--- config.mk ---
export PLATFORM = sky130hd
export DESIGN_NAME = dffrsnq_pipe
export DESIGN_NICKNAME = d
export VERILOG_FILES = /design/src/rtl/dffrsnq_pipe.sv
export SDC_FILE = /design/constraint.sdc
export NUM_CORES = 1
export LEC_CHECK = 0
export BUFFER_PORTS_ARGS = -buffer_cell sky130_fd_sc_hd__buf_4
export CAP_MARGIN = 10
export CORE_UTILIZATION = 30
export CTS_CLUSTER_SIZE = 30
export DETAILED_ROUTE_END_ITERATION = 8
export PLACE_DENSITY = 0.54
export SYNTH_ARGS = -nofsm -noshare
export SYNTH_HDL_FRONTEND = slang
export SYNTH_SLANG_ARGS = --single-unit
export TNS_END_PERCENT = 30
--- constraint.sdc ---
create_clock -name CLK -period 1.52 [get_ports CLK]
set_input_delay 0 -clock CLK [delete_from_list [all_inputs] [get_ports CLK]]
set_output_delay 0 -clock CLK [all_outputs]
set_load 0.005 [all_outputs]
--- src/rtl/dffrsnq_pipe.sv ---
// WIDTH-bit, DEPTH-stage register chain with sync reset, sync active-low preset,
// advance enable, per-stage valid tracking and a registered occupancy counter.
module dffrsnq_pipe #(
    parameter int              WIDTH    = 8,
    parameter int              DEPTH    = 2,
    parameter logic [WIDTH-1:0] INIT_VAL = {WIDTH{1'b0}},
    parameter logic [WIDTH-1:0] SET_VAL  = {WIDTH{1'b1}},
    parameter bit              INVERT_Q = 1'b0,
    localparam int             OCC_W    = $clog2(DEPTH + 1)
) (
    input  logic             CLK,
    input  logic             RST,
    input  logic             SETN,
    input  logic             EN,
    input  logic [WIDTH-1:0] D,
    input  logic             D_VLD,
    output logic [WIDTH-1:0] Q,
    output logic [WIDTH-1:0] QN,
    output logic             Q_VLD,
    output logic [OCC_W-1:0] OCC
);

    // Valid semantics: D_VLD qualifies D on an enabled edge; invalid words still
    // shift through the chain, and vld_q only records which stages hold real data.
    logic [WIDTH-1:0] data_q [DEPTH];
    logic [WIDTH-1:0] data_d [DEPTH];
    logic [DEPTH-1:0] vld_q;
    logic [DEPTH-1:0] vld_d;
    logic [OCC_W-1:0] occ_q;
    logic [OCC_W-1:0] occ_d;
    logic [WIDTH-1:0] q_w;

    // Preset beats advance; reset is applied in the register process and beats both.
    always_comb begin
        data_d = data_q;
        vld_d  = vld_q;
        occ_d  = occ_q;
        if (!SETN) begin
            for (int i = 0; i < DEPTH; i++) begin
                data_d[i] = SET_VAL;
            end
            vld_d = {DEPTH{1'b1}};
            occ_d = OCC_W'(DEPTH);
        end else if (EN) begin
            data_d[0] = D;
            vld_d[0]  = D_VLD;
            for (int i = 1; i < DEPTH; i++) begin
                data_d[i] = data_q[i-1];
                vld_d[i]  = vld_q[i-1];
            end
            // Entering valid minus leaving valid keeps the count equal to popcount(vld_q).
            occ_d = occ_q + OCC_W'(D_VLD) - OCC_W'(vld_q[DEPTH-1]);
        end
    end

    always_ff @(posedge CLK) begin
        if (RST) begin
            for (int i = 0; i < DEPTH; i++) begin
                data_q[i] <= INIT_VAL;
            end
            vld_q <= '0;
            occ_q <= '0;
        end else begin
            for (int i = 0; i < DEPTH; i++) begin
                data_q[i] <= data_d[i];
            end
            vld_q <= vld_d;
            occ_q <= occ_d;
        end
    end

    assign q_w   = INVERT_Q ? ~data_q[DEPTH-1] : data_q[DEPTH-1];
    assign Q     = q_w;
    assign QN    = ~q_w;
    assign Q_VLD = vld_q[DEPTH-1];
    assign OCC   = occ_q;

endmodule

# Yosys cells after proc, flatten, opt, wreduce, memory -nomap -nowiden
# Cells that the tools add are included.
[word_totals] register_bits=20 word_cells=17 output_inout_bits=19 input_bits=13
[op_classes] bitwise_logic=2 reduce_logical=1 muxes=6 eq_ne=1 n_addsub=2
[op_table] cell="2-to-1 mux 16 bit" n=2
[op_table] cell="2-to-1 mux 2 bit" n=4
[op_table] cell="NOT 8 bit" n=1
[op_table] cell="adder 2 x 1 -> 2 bit" n=1
[op_table] cell="!= test 2 bit, second input constant" n=1
[op_table] cell="OR reduction 2 bit" n=1
[op_table] cell="subtractor 2 x 1 -> 2 bit" n=1
[op_table] cell="NOT 1 bit" n=1

# Depth between registers and ports, before layout
# Gate-level depths: netlist (run 1).
[logic_depth] depth_word=4 mapped_depth=7 depth_no_buf=7

# Worst setup path after synthesis (run 1)
# Ideal clock, no wire load.
[synth_timing] path_kind="register to register" startpoint="register occ_q[0], in the netlist OCC[0]" endpoint="register occ_q[1], in the netlist OCC[1]" path_buffers=0 path_stages_with_launch=8 arrival_ns=1.324 setup_time_ns=0.075 t_required_ns=1.445 synth_period_minus_slack_ns=1.399 path_slack_ns=0.121 path_cell_list="dfxtp_1 inv_1 ha_1 inv_1 ha_1 xor2_1 a21bo_2 a31oi_1"
[synth_via] elab_chain_len=4
[synth_rtl] item="from (decl)" line_no="29" rtl="logic [OCC_W-1:0] occ_q;"
[synth_rtl] item="from (signal assigned)" line_no="62" rtl="occ_q <= '0;"
[synth_rtl] item="from (signal assigned)" line_no="68" rtl="occ_q <= occ_d;"
[synth_rtl] item="adder 2 x 1 -> 2 bit" line_no="52" rtl="occ_d = occ_q + OCC_W'(D_VLD) - OCC_W'(vld_q[DEPTH-1]);"
[synth_rtl] item="subtractor 2 x 1 -> 2 bit" line_no="52"
[synth_rtl] item="2-to-1 mux 2 bit" line_no="44" rtl="end else if (EN) begin"
[synth_rtl] item="2-to-1 mux 2 bit" line_no="38" rtl="if (!SETN) begin"
# Every way passes these cells. The select of a mux whose other input is x is not followed.
# A chain may end at the register's enable or synchronous reset.

# Worst setup path after layout (run 1)
# Ends and elaborated chain as after synthesis.

==> results.ini, run 1 <==
[run_status]
status = finished, final reports clean

[power]
power_density_nw_per_um2 = 1020
internal_power_w = 0.000961
p_sw_w = 0.000271
ir_worst_vdd_mv = 0.577
totalPowerFinal_w = 0.00123
clkPwrFrac_pct = 34.6
p_sw_share_pct = 22.0
p_leak_nw = 0.588
combPwrFrac_pct = 17.5
seq_power_share_pct = 47.8

[routing]
drt-vias-per-instance = 4.54
drt_iter0_markers = 1
wl_per_cell_um = 10.9
vias = 677
drc = 0
ant_nets = 0
dr.pass1.iters = 4
routed_wl_um = 1630

[timing]
tightest_slew_ns = 0.334
fin_tns_setup_ns = 0
maxSlewViolCount = 0
rsz0062_at_grt = false
setup_viol = 0
slew-limit-headroom_pct = 77.7
hold_ws_ns = 0.0169
clock_skew_ns = 0.00226
final.min_clock_period_ns = 1.41
fmax_mhz = 710
finalCritPeriodShare_pct = 92.6
hold_violations = 0

[clock_network]
cts_tree = built
cts_num_sinks = 20
clk_pin_slew_ns = 0.11
htreeDepth = 1
cts_made_buffers = 3
clk_path_buf_depth = 2
root_buffer = clkbuf_4
clock_latency_ns = 0.30

[synthesis]
synth_top_family_by_area = multiplexers
synthCells = 88
synthAdderAreaFrac_pct = 2.82
syn-cell-area_um2 = 886
syn-mean-instance-area_um2 = 10.1
synth_compound_area_share_pct = 12.0
yosys_warnings = 0
ys_seq_area_share_pct = 45.2
synth_nets = 103
yosys.area_share.simple_pct = 2.26
synth-xor-area-share_pct = 0.989
ys_ff_latch = 20
synth_mux_area_share_pct = 21.5
synth.distinct_cells = 13

[worst_setup_path]
reg2reg_depth = 7
end_kind = flip-flop
cp.required_ns = 1.76
arrival_ns = 1.64
critPathLaunchType = flip-flop
crit_type = reg -> reg
critPathMaxFanout = 3

[place]
gp_congestion = 0.598
dp_hpwl_um = 1080
portBuffers = 31
dp_cells = 136

[cells_and_area]
nNetsFinal = 134
seq_area_um2 = 402
syn2layout_area_growth_pct = 36.2
multi_input_comb_area_um2 = 353
fin_cells = 149
drive_gt1_share_pct = 33.1
fillers = 278
n_antenna_cell = 0

[global_routing]
grt_antenna_before_repair = 0
overflow = 0
grt_max_degree = 22
grt_pass1_wl_um = 2700
first_global_vias = 659
grt_usage_pct = 11.0

[die]
rows = 19
initial_utilization_pct = 31.8
fp.dieW_um = 56.3
core-area_um2 = 2780
die_y_um = 56.3
io_pins = 32
die-area_um2 = 3170

[hold_path]
hold_path.class = in -> reg
holdPathStages = 2

[job]
max_cap_viol_count = 0

## cells by family (layout without fill, tap and decap cells)
kind of cell,after synthesis,after routing
AOI/OAI and AO/OA,20,20
xor gates and xnor gates,1,1
adders and majority gates,2,2
buffers and inverters,24,54
DFF,20,20
muxes,19,19
and+or+nand+nor,2,2
## path summary, 6_finish.rpt
path         startpoint          to  slack, ns
min reg2reg  data_q[14]  data_q[14]       0.55
max              OCC[0]      OCC[1]       0.11
min                 RST        Q[6]       0.02
max reg2reg      OCC[0]      OCC[1]       0.11
## sequential cells by signal (all words and copies together) (netlist names)
name	flops
Q	8
data_q	8
OCC	2
vld_q	2
## critical path: stages, from the launching register on
cell,delay [ns]
dfxtp_2,0.35
inv_1,0.04
ha_1,0.26
inv_1,0.04
ha_2,0.16
xor2_1,0.15
a21bo_2,0.21
a31oi_1,0.14
## area by class of cell
type,instances,area share (%)
inverter,10,3.11
sequential,20,33.3
timing repair buffer,40,26.8
tap,31,3.22
multi-input combinational,44,29.3
clock inverter,1,2.49
clock buffer,3,1.87
## cells in the final DEF (no fill, tap or decap), drive strengths merged
cell type,n
buf,31
dfxtp,20
mux2i,19
a21oi,18
inv,10
dlygate4sd3,9
clkbuf,3
ha,2
nor3b,1
xor2,1
nand3b,1
a21bo,1
a31oi,1
bufinv,1
## power by group through the flow
| stage | clock (W) | sequential (W) | combinational (W) |
|---|---|---|---|
| after floorplan | 0 | 0.000597 | 0.000131 |
| after global placement | 0 | 0.000599 | 0.000194 |
| after detailed placement | 0 | 0.000601 | 0.000200 |
| after CTS | 0.000444 | 0.000590 | 0.000218 |
| after global routing | 0.000469 | 0.000596 | 0.000236 |
| final | 0.000427 | 0.000589 | 0.000216 |
## metrics by stage
step / setup slack, ns / area [µm²] / utilization, %
final: 0.112 / 1210 / 43.4
after global routing: 0.0238 / 1210 / 43.4
after CTS: 0.0438 / 1200 / 43.2
after detailed placement: 0.0621 / 1060 / 38.1
after global placement: 0.121 / 1060 / 38.1
after floorplan: 0.121 / 886 / -
## metal layers
layer	GRT usage (%)	share of wire [%]	up-vias
met5	0	0	-
met4	6.27	2.2	0
met3	2.76	5.3	5
met2	20.9	51	21
met1	10.7	42	303
li1	-	-	348
## synthesized netlist by cell type, drive strengths merged
cell type	instances	area [µm²]
dfxtp	20	400
mux2i	19	190
a21oi	18	90.1
buf	10	82.6
inv	10	37.5
clkbuf	4	15.0
ha	2	25.0
a21bo	1	10.0
a31oi	1	6.26
nand3b	1	7.51
nor3b	1	12.5
xor2	1	8.76
## what timing repair did
| action | CTS | global route |
|---|---|---|
| endpoints found under the setup margin | 0 | 1 |
| hold endpoints to repair | 9 | 0 |
| setup buffers | 0 | 0 |
| resized for setup | 0 | 2 |
| hold buffers | 9 | 0 |
(Power assumes the default switching activity.)
==> run 2: changes to the inputs <==
--- a/config.mk
+++ b/config.mk
@@ -7,10 +7,11 @@
 export LEC_CHECK = 0
 export BUFFER_PORTS_ARGS = -buffer_cell sky130_fd_sc_hd__buf_4
 export CAP_MARGIN = 10
-export CORE_UTILIZATION = 30
+export CORE_UTILIZATION = 47
+export CTS_CLUSTER_DIAMETER = 40
 export CTS_CLUSTER_SIZE = 30
 export DETAILED_ROUTE_END_ITERATION = 8
-export PLACE_DENSITY = 0.54
+export PLACE_DENSITY = 0.77
 export SYNTH_ARGS = -nofsm -noshare
 export SYNTH_HDL_FRONTEND = slang
 export SYNTH_SLANG_ARGS = --single-unit
==> results.ini, run 2 (synthesis results as in run 1) <==
[run_status]
status = finished, final reports clean

[worst_setup_path]
critPathTopFamily = adder cells
end_kind = flip-flop
cp.required_ns = 1.74
timing.reg2reg.setup_slack_ns = 0.10
crit_type = reg -> reg
arrival_ns = 1.64
r2r-start = OCC[0]
critPathBufInv = 2
cp_common_cell = inv_1
timing.rr.end = OCC[1]
cp_cell_sequence = inv_1 -> ha_1 -> inv_1 -> ha_2 -> xor2_2 -> a21bo_2 -> a31oi_1
reg2reg_depth = 7
critPathLaunchType = flip-flop
cp_slowest_cell = dfxtp_2
cpPeakStageDelay_ns = 0.35
critPathMaxFanout = 3
cp.depth = 7

[job]
max_cap_viol_count = 0

[cells_and_area]
drive_gt1_share_pct = 35.5
n_antenna_cell = 0
final_area_um2 = 1110
syn2layout_area_growth_pct = 24.9
final_common_cell = buf_4
nNetsFinal = 127
mostFrequentLayoutCells = 31 x buf_4, 19 x dfxtp_1, 19 x mux2i_1

[global_routing]
use_met3_pct = 2.78
grt_usage_pct = 16.5
grt_antenna_before_repair = 0
grt_pass1_wl_um = 2390
first_global_vias = 571
grt_max_degree = 22
overflow = 0
use_met2_pct = 29.7
busiest_layer = met2
use_met1_pct = 18.0

[clock_network]
clock_latency_ns = 0.29
clk_path_buf_depth = 2
cts_made_buffers = 3
cts_num_sinks = 20
htreeDepth = 1
clk_pin_slew_ns = 0.10
root_buffer = clkbuf_4
cts_tree = built

[routing]
dr.pass1.iters = 2
routed_wl_um = 1560
ant_nets = 0
vias = 651
drc = 0
wl_per_cell_um = 11.6
drt_iter0_markers = 5
drt-vias-per-instance = 4.82

[die]
die-area_um2 = 2060
io_pins = 32
rows = 15
die_y_um = 45.4
initial_utilization_pct = 50.8
core-area_um2 = 1750
fp.dieW_um = 45.4

[timing]
tightest_slew_ns = 0.332
final.min_clock_period_ns = 1.42
maxSlewViolCount = 0
setup_viol = 0
hold_violations = 0
clock_skew_ns = 0.000533
fmax_mhz = 705
slew-limit-headroom_pct = 77.9
fin_tns_setup_ns = 0
finalCritPeriodShare_pct = 93.4
layout_setup_ws_ns = 0.101

[place]
dp_hpwl_um = 1100
dp_slack_ns = 0.0650
gp_congestion = 0.656
placed_cell_area_um2 = 1050
portBuffers = 31

[power]
power_density_nw_per_um2 = 933
totalPowerFinal_w = 0.00103
p_leak_nw = 0.545
ir_worst_vdd_mv = 0.546

[hold_path]
hold_path.class = in -> reg
worstHoldStart = D[0]
whs_endpoint = data_q[8]
holdPathStages = 3

[run 2: cell count changes in the layout (fill, tap and decap cells not counted)]
| cell | delta |
|---|---|
| bufinv_16 | -1 |
| dlygate4sd3_1 | -7 |
| xor2_1 | -1 |
| xor2_2 | +1 |
[run 2: area by class of cell]
class | count | area [µm²]
clock buffers | 3 | 22.5
repair buffers | 33 | 253
inverters | 10 | 37.5
fillers | 160 | 639
multi-input cells | 44 | 360
flip-flops and latches | 20 | 402
well taps | 25 | 31.3
[run 2: through the flow]
stage,hold slack (ns),utilization [%],std cells
after floorplan,0.201,-,88
after global placement,0.291,60.3,130
after detailed placement,0.298,60.3,130
after CTS,0.00439,62.7,135
after global routing,0.00756,63.4,135
final,0.00978,63.4,135
[run 2: worst max-delay path by stage]
stage	from	to	slack, ns
finish	OCC[0]	OCC[1]	0.10
global route	OCC[0]	OCC[1]	-0.007
CTS	OCC[0]	OCC[1]	0.04
detailed placement	OCC[0]	OCC[1]	0.06
global placement	OCC[0]	OCC[1]	0.12
floorplan	OCC[0]	OCC[1]	0.12
[run 2: worst min-delay path, cell delays in order]
cell and delay (ns):
buf_4 0.08, mux2i_1 0.06, a21oi_1 0.13
[run 2: report_power, final]
part	total, W	internal, W	switching, W	leakage, nW
clock network	0.000235	0.0000920	0.000143	0.0138
logic	0.000207	0.000121	0.0000862	0.363
registers	0.000590	0.000565	0.0000246	0.168
total	0.00103	0.000778	0.000254	0.545
[run 2: timing repair]
action,4_1_cts,5_1_grt
endpoints found under the hold margin,2,0
hold buffers,2,0
setup endpoints to repair,0,1
resized for setup,0,3
setup buffers,0,0
[run 2: layer usage]
layer | wire length [µm] | vias to the layer above | share of wire (%)
li1 | - | 332 | -
met1 | 672 | 298 | 43
met2 | 801 | 19 | 51
met3 | 77 | 2 | 4.9
met4 | 10 | 0 | 0.64
met5 | 0 | - | 0
==> run 3: changes to the inputs <==
--- a/config.mk
+++ b/config.mk
@@ -11,7 +11,7 @@
 export CTS_CLUSTER_DIAMETER = 40
 export CTS_CLUSTER_SIZE = 30
 export DETAILED_ROUTE_END_ITERATION = 8
-export PLACE_DENSITY = 0.77
+export PLACE_DENSITY = 0.76
 export SYNTH_ARGS = -nofsm -noshare
 export SYNTH_HDL_FRONTEND = slang
 export SYNTH_SLANG_ARGS = --single-unit
==> results.ini, run 3 (synthesis results as in run 1) <==
[power]
internal_power_w = 0.000779
ir_worst_vdd_mv = 0.509
seq_power_share_pct = 57.4
p_leak_nw = 0.559
p_sw_w = 0.000248
combPwrFrac_pct = 20.0
clkPwrFrac_pct = 22.7
p_sw_share_pct = 24.1
power_density_nw_per_um2 = 912

[clock_network]
root_buffer = clkbuf_4
htreeDepth = 1
cts_tree = built
cts_made_buffers = 3
clock_latency_ns = 0.29
clk_pin_slew_ns = 0.10
clk_path_buf_depth = 2
post_cts_buffers = 0
cts_num_sinks = 20

[routing]
drt_iter0_markers = 4
dr.pass1.iters = 4
vias = 659
drc = 0
drt-vias-per-instance = 4.78
ant_nets = 0
routed_wl_um = 1470
wl_per_cell_um = 10.6

[timing]
clock_skew_ns = 0.000899
tightest_slew_ns = 0.324
finalCritPeriodShare_pct = 94.1
fin_tns_setup_ns = 0
slew-limit-headroom_pct = 78.4
final.min_clock_period_ns = 1.43
rsz0062_at_grt = false
fmax_mhz = 699
setup_viol = 0
maxSlewViolCount = 0
hold_ws_ns = 0.00739
hold_violations = 0

[die]
core-area_um2 = 1750
rows = 15
die-area_um2 = 2060
fp.dieW_um = 45.4
io_pins = 32
die_y_um = 45.4
initial_utilization_pct = 50.8

[cells_and_area]
syn2layout_area_growth_pct = 27.1
final_area_um2 = 1130
mostFrequentLayoutCells = 31 x buf_4, 19 x dfxtp_1, 19 x mux2i_1
drive_gt1_share_pct = 32.7
multi_input_comb_area_um2 = 350
fillers = 154
n_antenna_cell = 0
nNetsFinal = 130
final_common_cell = buf_4
fin_cells = 138
seq_area_um2 = 402

[hold_path]
holdPathStages = 3
worstHoldStart = D[6]
hold_path.class = in -> reg
whs_endpoint = data_q[14]

[global_routing]
grt_usage_pct = 17.0
overflow = 0
grt_antenna_before_repair = 0
first_global_vias = 602
grt_pass1_wl_um = 2450
grt_max_degree = 22

[place]
gp_congestion = 0.671
placed_cell_area_um2 = 1050
portBuffers = 31
dp_cells = 130
dp_hpwl_um = 984

[worst_setup_path]
r2r-start = OCC[0]
reg2reg_depth = 7
crit_type = reg -> reg
critPathMaxFanout = 3
arrival_ns = 1.65
critPathLaunchType = flip-flop
timing.reg2reg.setup_slack_ns = 0.09
end_kind = flip-flop
timing.rr.end = OCC[1]
cp.required_ns = 1.74

[job]
max_cap_viol_count = 0

[run_status]
status = finished, final reports clean

run 3: cell count changes in the layout (fill, tap and decap cells not counted), sizes merged:
cell         previous run  this run
dlygate4sd3             2         5
run 3: how the worst max path moves through the flow:
stage                       from     end  slack, ns  cells past startpoint
after floorplan           OCC[0]  OCC[1]       0.12                      7
after global placement    OCC[0]  OCC[1]       0.13                      7
after detailed placement  OCC[0]  OCC[1]       0.08                      7
after CTS                 OCC[0]  OCC[1]       0.05                      7
after global routing      OCC[0]  OCC[1]      0.009                      7
final                     OCC[0]  OCC[1]       0.09                      7
run 3: worst max-delay path, stage by stage (launching register included):
cell,delay [ns]
dfxtp_2,0.34
inv_1,0.04
ha_1,0.26
inv_1,0.04
ha_1,0.17
xor2_1,0.15
a21bo_2,0.21
a31oi_1,0.15
run 3: through the flow:
step	utilization [%]	worst slack [ns]	total power [W]
detailed placement	60.3	0.0790	0.000799
CTS	64.4	0.0489	0.00104
global placement	60.3	0.125	0.000792
finish	64.5	0.0896	0.00103
floorplan	-	0.121	0.000728
global route	64.5	0.00946	0.00108
run 3: what timing repair did:
item                       4_1_cts  5_1_grt
setup endpoints to repair        0        1
hold endpoints to repair         5        0
gates resized for setup          0        1
hold buffers                     5        0
run 3: final cells by class:
type                            count  share of cell area, %
Tap cell                           25                   2.78
Multi-Input combinational cell     44                   31.1
Timing Repair Buffer               36                   25.1
Sequential cell                    20                   35.7
Inverter                           10                   3.33
Clock buffer                        3                   2.00
run 3: metal layers:
layer	vias up	share of wire [%]	GRT usage (%)
met5	-	0	0
met4	0	2.3	12.7
met3	4	5.4	2.38
met2	25	46	27.7
met1	293	46	20.1
li1	337	-	-
run 3: power groups by stage:
stage	clock network (W)	registers [W]	logic (W)
final	0.000233	0.000590	0.000205
after global placement	0	0.000599	0.000192
after global routing	0.000259	0.000596	0.000230
after floorplan	0	0.000597	0.000131
after CTS	0.000247	0.000590	0.000207
after detailed placement	0	0.000602	0.000197
